`src/rtl/pipe_hazard_ctrl.sv`:
```
// Pipeline hazard controller: load-use stall FSM, instruction-memory conflict
// and taken-branch flush, sticky fetch-error hold and a load-use stall counter.
module pipe_hazard_ctrl #(
  parameter int unsigned REG_W    = 4,
  parameter int unsigned NREAD    = 2,
  parameter int unsigned LOAD_LAT = 1,
  parameter logic [REG_W-1:0] NOREG = {REG_W{1'b1}}
) (
  input  logic                   clk,
  input  logic                   rst,
  input  logic [NREAD*REG_W-1:0] id_read_regs,
  input  logic [NREAD-1:0]       id_read_en,
  input  logic [REG_W-1:0]       ex_write_reg,
  input  logic                   ex_mem_read,
  input  logic                   mem_if_conflict,
  input  logic                   branch_taken,
  input  logic                   error,
  input  logic                   error_clr,
  output logic                   pc_keep,
  output logic                   if_keep,
  output logic                   id_keep,
  output logic                   ex_bubble,
  output logic                   if_flush,
  output logic                   err_hold,
  output logic [15:0]            stall_cnt
);

  localparam int unsigned CNT_W = 3;
  localparam logic [CNT_W-1:0] CNT_INIT = CNT_W'(LOAD_LAT - 1);

  typedef enum logic [0:0] {
    RUN      = 1'b0,
    LU_STALL = 1'b1
  } stateT;

  stateT            state;
  logic [CNT_W-1:0] cnt;
  logic             srcMatch;
  logic             hit;
  logic             stall;
  logic             conflict;
  logic             branchQual;

  // Any enabled ID source register equal to the EX destination.
  always_comb begin
    srcMatch = 1'b0;
    for (int k = 0; k < int'(NREAD); k++) begin
      if (id_read_en[k] && (id_read_regs[k*REG_W +: REG_W] == ex_write_reg)) begin
        srcMatch = 1'b1;
      end
    end
  end

  assign hit        = ex_mem_read && (ex_write_reg != NOREG) && srcMatch;
  assign stall      = (state == LU_STALL) || hit;
  assign conflict   = mem_if_conflict && !stall;
  assign branchQual = branch_taken && !stall;

  assign pc_keep   = stall || conflict || err_hold || error;
  assign if_keep   = stall || err_hold || error;
  assign id_keep   = stall;
  assign ex_bubble = stall;
  assign if_flush  = conflict || branchQual;

  // The RUN cycle that detects the hit is the first stall cycle, so the
  // LU_STALL state only covers the remaining LOAD_LAT-1 cycles.
  always_ff @(posedge clk) begin
    if (rst) begin
      state     <= RUN;
      cnt       <= '0;
      err_hold  <= 1'b0;
      stall_cnt <= '0;
    end else begin
      case (state)
        RUN: begin
          if (hit && (LOAD_LAT > 1)) begin
            state <= LU_STALL;
            cnt   <= CNT_INIT;
          end
        end
        LU_STALL: begin
          if (cnt <= CNT_W'(1)) begin
            state <= RUN;
            cnt   <= '0;
          end else begin
            cnt <= cnt - CNT_W'(1);
          end
        end
      endcase

      if (error) begin
        err_hold <= 1'b1;
      end else if (error_clr) begin
        err_hold <= 1'b0;
      end

      if (stall && (stall_cnt != 16'hFFFF)) begin
        stall_cnt <= stall_cnt + 16'd1;
      end
    end
  end

endmodule
```
`config.mk`:
```
export PLATFORM = sky130hd
export DESIGN_NAME = pipe_hazard_ctrl
export DESIGN_NICKNAME = d
export VERILOG_FILES = /design/src/rtl/pipe_hazard_ctrl.sv
export SDC_FILE = /design/constraint.sdc
export NUM_CORES = 1
export LEC_CHECK = 0
export BUFFER_PORTS_ARGS = -buffer_cell sky130_fd_sc_hd__buf_2
export CAP_MARGIN = 0
export CORE_UTILIZATION = 45
export DETAILED_ROUTE_END_ITERATION = 10
export PLACE_DENSITY = 0.77
export SETUP_SLACK_MARGIN = 0.02
export SYNTH_ARGS = -nofsm -noshare
export SYNTH_HDL_FRONTEND = slang
export SYNTH_SLANG_ARGS = --single-unit
```
`constraint.sdc`:
```
create_clock -name clk -period 2.03 [get_ports clk]
set_input_delay 0.3045 -clock clk [delete_from_list [all_inputs] [get_ports clk]]
set_output_delay 0.3045 -clock clk [all_outputs]
set_load 0.05 [all_outputs]
```
# After elaboration in Yosys (flattened, before gate mapping)
# Cells that the tools add are included.
[word_totals]
reg_bits = 21
inputBits = 21
out_inout_bits = 22
wordCells = 35
[classes]
n_addsub = 2
order_cmp = 1
n_eq_ne = 4
n_mux = 6
bitwise_logic = 1
reduce_logical = 17
[op_table]
columns = ["op", "count"]
rows = [
  ["16-bit by 1-bit adder with 16-bit output (second input constant)", 1],
  ["16-bit inequality test (second input constant)", 1],
  ["4-bit == test", 2],
  ["1-bit logical AND", 7],
  ["1-bit logical OR", 7],
  ["1-bit 2-to-1 mux", 5],
  ["4-bit inequality test (second input constant)", 1],
  ["3-bit by 1-bit less-or-equal comparator with 1-bit output (second input constant)", 1],
  ["3-bit 2-to-1 mux", 1],
  ["3-bit by 1-bit subtractor with 3-bit output (second input constant)", 1],
  ["2-bit nonzero test", 1],
  ["2-bit OR reduction", 1],
  ["1-bit zero test", 1],
  ["1-bit inverter", 1],
]

# Logic depth before layout (Yosys ltp)
[logic_depth]
depth_word = 11
ltp_mapped = 7
depth_no_buf = 7

# Least setup slack after synthesis
# OpenSTA, ideal clock, no wires.
[synth_timing]
path_kind = "input to output"
from = "input ex_write_reg[2]"
to = "output if_flush"
arrival_ns = 2.058
required_time_ns = 1.725
path_slack_ns = -0.332
path_stages = 7
n_path_buf = 1
path_cell_list = "nand4_1 -> nand4_1 -> nor4_1 -> nor3_1 -> clkbuf_1 -> inv_1 -> nor2_1"
[synth_between]
elab_chain_len = 9
elab_cells_between_ends = 14
cone_classes = "eq/ne: 3; mux: 2; reduce/logical: 9"
[synth_lines]
columns = ["item", "line", "rtl"]
rows = [
  ["start: declaration", "13", "input logic [REG_W-1:0] ex_write_reg,"],
  ["4-bit == test", "48", "if (id_read_en[k] && (id_read_regs[k*REG_W +: REG_W] == ex_write_reg)) begin"],
  ["1-bit logical AND", "48", ""],
  ["1-bit 2-to-1 mux (2 in series)", "48", ""],
  ["1-bit logical AND *", "54", "assign hit = ex_mem_read && (ex_write_reg != NOREG) && srcMatch;"],
  ["1-bit logical OR *", "55", "assign stall = (state == LU_STALL) || hit;"],
  ["net ex_bubble", "22", "output logic ex_bubble,"],
  ["1-bit zero test *", "56, 57", ""],
  ["1-bit logical AND (on tied branches)", "56, 57", ""],
  ["1-bit logical OR *", "63", "assign if_flush = conflict || branchQual;"],
  ["end: declaration", "23", "output logic if_flush,"],
]
# The timed path passes the listed nets; every way through them passes the cells marked *.

# Worst setup path in the final report
[layout_timing]
from = "input ex_write_reg[3]"
to = "output pc_keep"
[layout_between]
elab_chain_len = 11
elab_cells_between_ends = 15
cone_classes = "eq/ne: 3; mux: 2; reduce/logical: 10"
[layout_lines]
columns = ["item", "line", "rtl"]
rows = [
  ["4-bit == test", "48", ""],
  ["1-bit logical AND", "48", ""],
  ["1-bit 2-to-1 mux (2 in series)", "48", ""],
  ["1-bit logical AND *", "54", ""],
  ["1-bit logical OR *", "55", ""],
  ["1-bit zero test", "56", "assign conflict = mem_if_conflict && !stall;"],
  ["1-bit logical AND", "56", ""],
  ["1-bit logical OR * (3 in series)", "59", "assign pc_keep = stall || conflict || err_hold || error;"],
  ["end: declaration", "19", "output logic pc_keep,"],
]
# Every way passes the cells marked *; elsewhere a longest branch is shown, timed or not.

==> results.sh <==
export IMPL_status="finished clean"
export IMPL_place_ws_ps=-212.0
export IMPL_dpl_hpwl_mm=2.271
export IMPL_final_cell_mix="buf_2 (39), a21oi_1 (15), nor2_1 (11), dfxtp_2 (11)"
export IMPL_syn_avg_cell_area_um2=8.188
export IMPL_vdd_ir_drop_max_v=0.0003992
export IMPL_max_slew_worst_pin_slew_ps=458.4
export IMPL_reg2reg_depth=6
export IMPL_final_common_cell="buf_2"
export IMPL_coreArea_um2=2500
export IMPL_start_kind="primary input"
export IMPL_antenna_left=0
export IMPL_max_slew_margin_rel=0.6920
export IMPL_synth_nets=171
export IMPL_clkTransAtPathRegs_ps=130
export IMPL_clockRootBuffer="clkbuf_4"
export IMPL_p_sw_mw=0.2146
export IMPL_synth_cell_type_count=34
export IMPL_postCtsHoldBufs=0
export IMPL_synth_mux_area_frac=0.04678
export IMPL_cp_max_fo=16
export IMPL_holdPathStages=3
export IMPL_yosysSeqAreaShare=0.3493
export IMPL_seqPwrFrac=0.559
export IMPL_syn2layout_area_growth_pct=31.18
export IMPL_cts_buffer_depth=2
export IMPL_start_util=0.4815
export IMPL_die_w_um=53.72
export IMPL_drive_above_1_share=0.4301
export IMPL_clock_latency_ps=320
export IMPL_critPathTopFamily="simple AND/OR/NAND/NOR gates"
export IMPL_clkSinkCount=21
export IMPL_die_area_um2=2886
export IMPL_place_congestion=0.8115
export IMPL_ys_warn_count=0
export IMPL_p_per_area_nw_per_um2=470.2
export IMPL_holdPathEnd="err_hold"
export IMPL_power_leakage_nw=0.6375
export IMPL_slew_violations=0
export IMPL_via_count=1248
export IMPL_synth_xor_area_frac=0.05821
export IMPL_cts_tree="yes"
export IMPL_p_comb_frac=0.144
export IMPL_synth_top_family_by_area="simple AND/OR/NAND/NOR gates"
export IMPL_wl_mm=3.040
export IMPL_period_needed_ps=1941
export IMPL_cp_end_kind="output port"
export IMPL_ys_ff_latch=21
export IMPL_maxCapViolations=0
export IMPL_worstReg2RegStart="stall_cnt[0]"
export IMPL_period_share=0.9564
export IMPL_crit_buf_inv=3
export IMPL_r2r_end="stall_cnt[13]"
export IMPL_p_sw_frac=0.2891
export IMPL_power_mw=0.7424
export IMPL_reg2reg_slack_ps=110
export IMPL_drc=0
export IMPL_grt_usage=0.2315
export IMPL_clock_fmax_mhz=515.1
export IMPL_drtIter0Drc=21
export IMPL_worstHoldPathType="in2reg"
export IMPL_critical_path_arrival_ps=1640
export IMPL_clkPwrFrac=0.297
export IMPL_critPathSlowestCell="nor3_4"
export IMPL_min_delay_start="error"
export IMPL_grt_antenna_before_repair=0
export IMPL_first_global_vias=1166
export IMPL_syn_inst=147
export IMPL_finalWorstSetupSlack_ps=88.61
export IMPL_grt_setup_unrepaired="yes"
export IMPL_grt_max_degree=26
export IMPL_path_cells="buf_2 -> nand4_1 -> nand4_1 -> nor4_2 -> nor3_4 -> buf_12 -> nand2_2 -> or2_4 -> buf_2"
export IMPL_hold_viol_final=0
export IMPL_die_y_um=53.72
export IMPL_numCtsBuffers=3
export IMPL_setup_viol=0
export IMPL_fin_tns_setup_ps=0
export IMPL_skew_ps=6.063
export IMPL_synth_simple_gate_area_share=0.3462
export IMPL_rows=18
export IMPL_nets=218
export IMPL_grt_pass1_wl_mm=4.809
export IMPL_worstSetupPathType="in2out"
export IMPL_htreeDepth=1
export IMPL_io_buffers=42
export IMPL_crit_required_ps=1730
export IMPL_synth_area_um2=1204
export IMPL_avgViaCountPerCell=5.596
export IMPL_synth_compound_gate_area_share=0.1268
export IMPL_grt_ovfl_total=0
export IMPL_drt_pass1_iterations=4
export IMPL_wl_per_cell_um=13.63
export IMPL_power_internal_mw=0.5278
export IMPL_pin_count=43
export IMPL_insertedDiodeCount=0
export IMPL_slowest_delay_ps=230
export IMPL_synthAdderAreaFrac=0.03119
==> layout make-up <==
cell class | instances | area [µm²]
multi-input combinational | 114 | 772.0
clock inverter | 1 | 7.507
clock buffer | 3 | 22.52
sequential | 21 | 437.9
inverter | 5 | 18.77
tap | 30 | 37.54
fill | 226 | 920.9
timing repair buffer | 49 | 282.8
==> sequential cells by signal, indices dropped and copies added (netlist names) <==
| register | cells |
|---|---|
| state | 1 |
| err_hold | 1 |
| cnt | 3 |
| stall_cnt | 16 |
==> worst max-delay path by stage <==
stage / to / slack [ps] / start / cells past startpoint
CTS: id_keep / 50 / ex_write_reg[1] / 8
global placement: pc_keep / -140 / ex_write_reg[2] / 9
global route: pc_keep / 10 / state / 5
finish: pc_keep / 90 / ex_write_reg[3] / 9
detailed placement: pc_keep / -210 / ex_write_reg[2] / 9
floorplan: if_flush / 20 / ex_write_reg[2] / 7
==> cells by family after synthesis <==
| kind of cell | after synthesis |
|---|---|
| AOI/OAI and AO/OA | 28 |
| muxes | 5 |
| DFF | 21 |
| and+or+nand+nor | 70 |
| adders and majority gates | 3 |
| xor gates and xnor gates | 8 |
| buffers and inverters | 12 |
==> per-layer routing <==
metal,up-vias,global-route usage,part of all wire
met2,41,0.4321,0.54
met1,571,0.2288,0.39
li1,627,-,-
met5,-,0,0
met3,9,0.06780,0.047
met4,0,0.1140,0.020
==> synthesized netlist by cell type, drive strengths merged <==
cell type,instances,area share
dfxtp,21,0.35
a21oi,15,0.062
nor2,12,0.037
or3,9,0.047
o21ai,8,0.033
nand2,6,0.019
nand3,6,0.025
nand4,6,0.031
xor2,6,0.044
clkbuf,5,0.016
inv,5,0.016
mux2,5,0.047
and3,4,0.029
nor2b,4,0.021
nor4,4,0.021
o31ai,4,0.025
or4,4,0.028
ha,3,0.031
nor3,3,0.012
buf,2,0.010
nand2b,2,0.010
nand4b,2,0.015
or2,2,0.010
xnor2,2,0.015
and2,1,0.0073
nand3b,1,0.0062
nor3b,1,0.0062
nor4b,1,0.0073
o21bai,1,0.0062
or2b,1,0.0062
or3b,1,0.0073
==> power groups by stage <==
stage	registers (mW)	clock network [mW]	logic, mW
final	0.415	0.221	0.107
after global routing	0.416	0.243	0.115
after CTS	0.416	0.229	0.105
after detailed placement	0.425	0	0.100
after global placement	0.425	0	0.0969
after floorplan	0.432	0	0.0534
==> worst reg2reg max path, cell delays in order, from the launching register on <==
cell and delay [ps]:
dfxtp_4 390, ha_2 210, and3_4 190, and2_4 140, or4_4 480, or3_1 320, a21oi_1 140
==> through the flow <==
step | std cells | hold WS (ps) | utilization | instance area [µm²]
3_5_place_dp | 218 | 474.9 | 0.6041 | 1510
6_report | 223 | 212.0 | 0.6316 | 1579
3_3_place_gp | 218 | 469.8 | 0.6041 | 1510
5_1_grt | 223 | 217.8 | 0.6316 | 1579
4_1_cts | 223 | 203.9 | 0.6266 | 1567
2_1_floorplan | 147 | 421.9 | - | 1231
==> timing repair <==
| action | 4_1_cts | 5_1_grt |
|---|---|---|
| setup endpoints to repair | 5 | 6 |
| gates cloned | 0 | 0 |
| gates resized for setup | 3 | 5 |
| buffers inserted | 1 | 0 |
| pin swaps | 1 | 1 |
(Power assumes the default switching activity.)
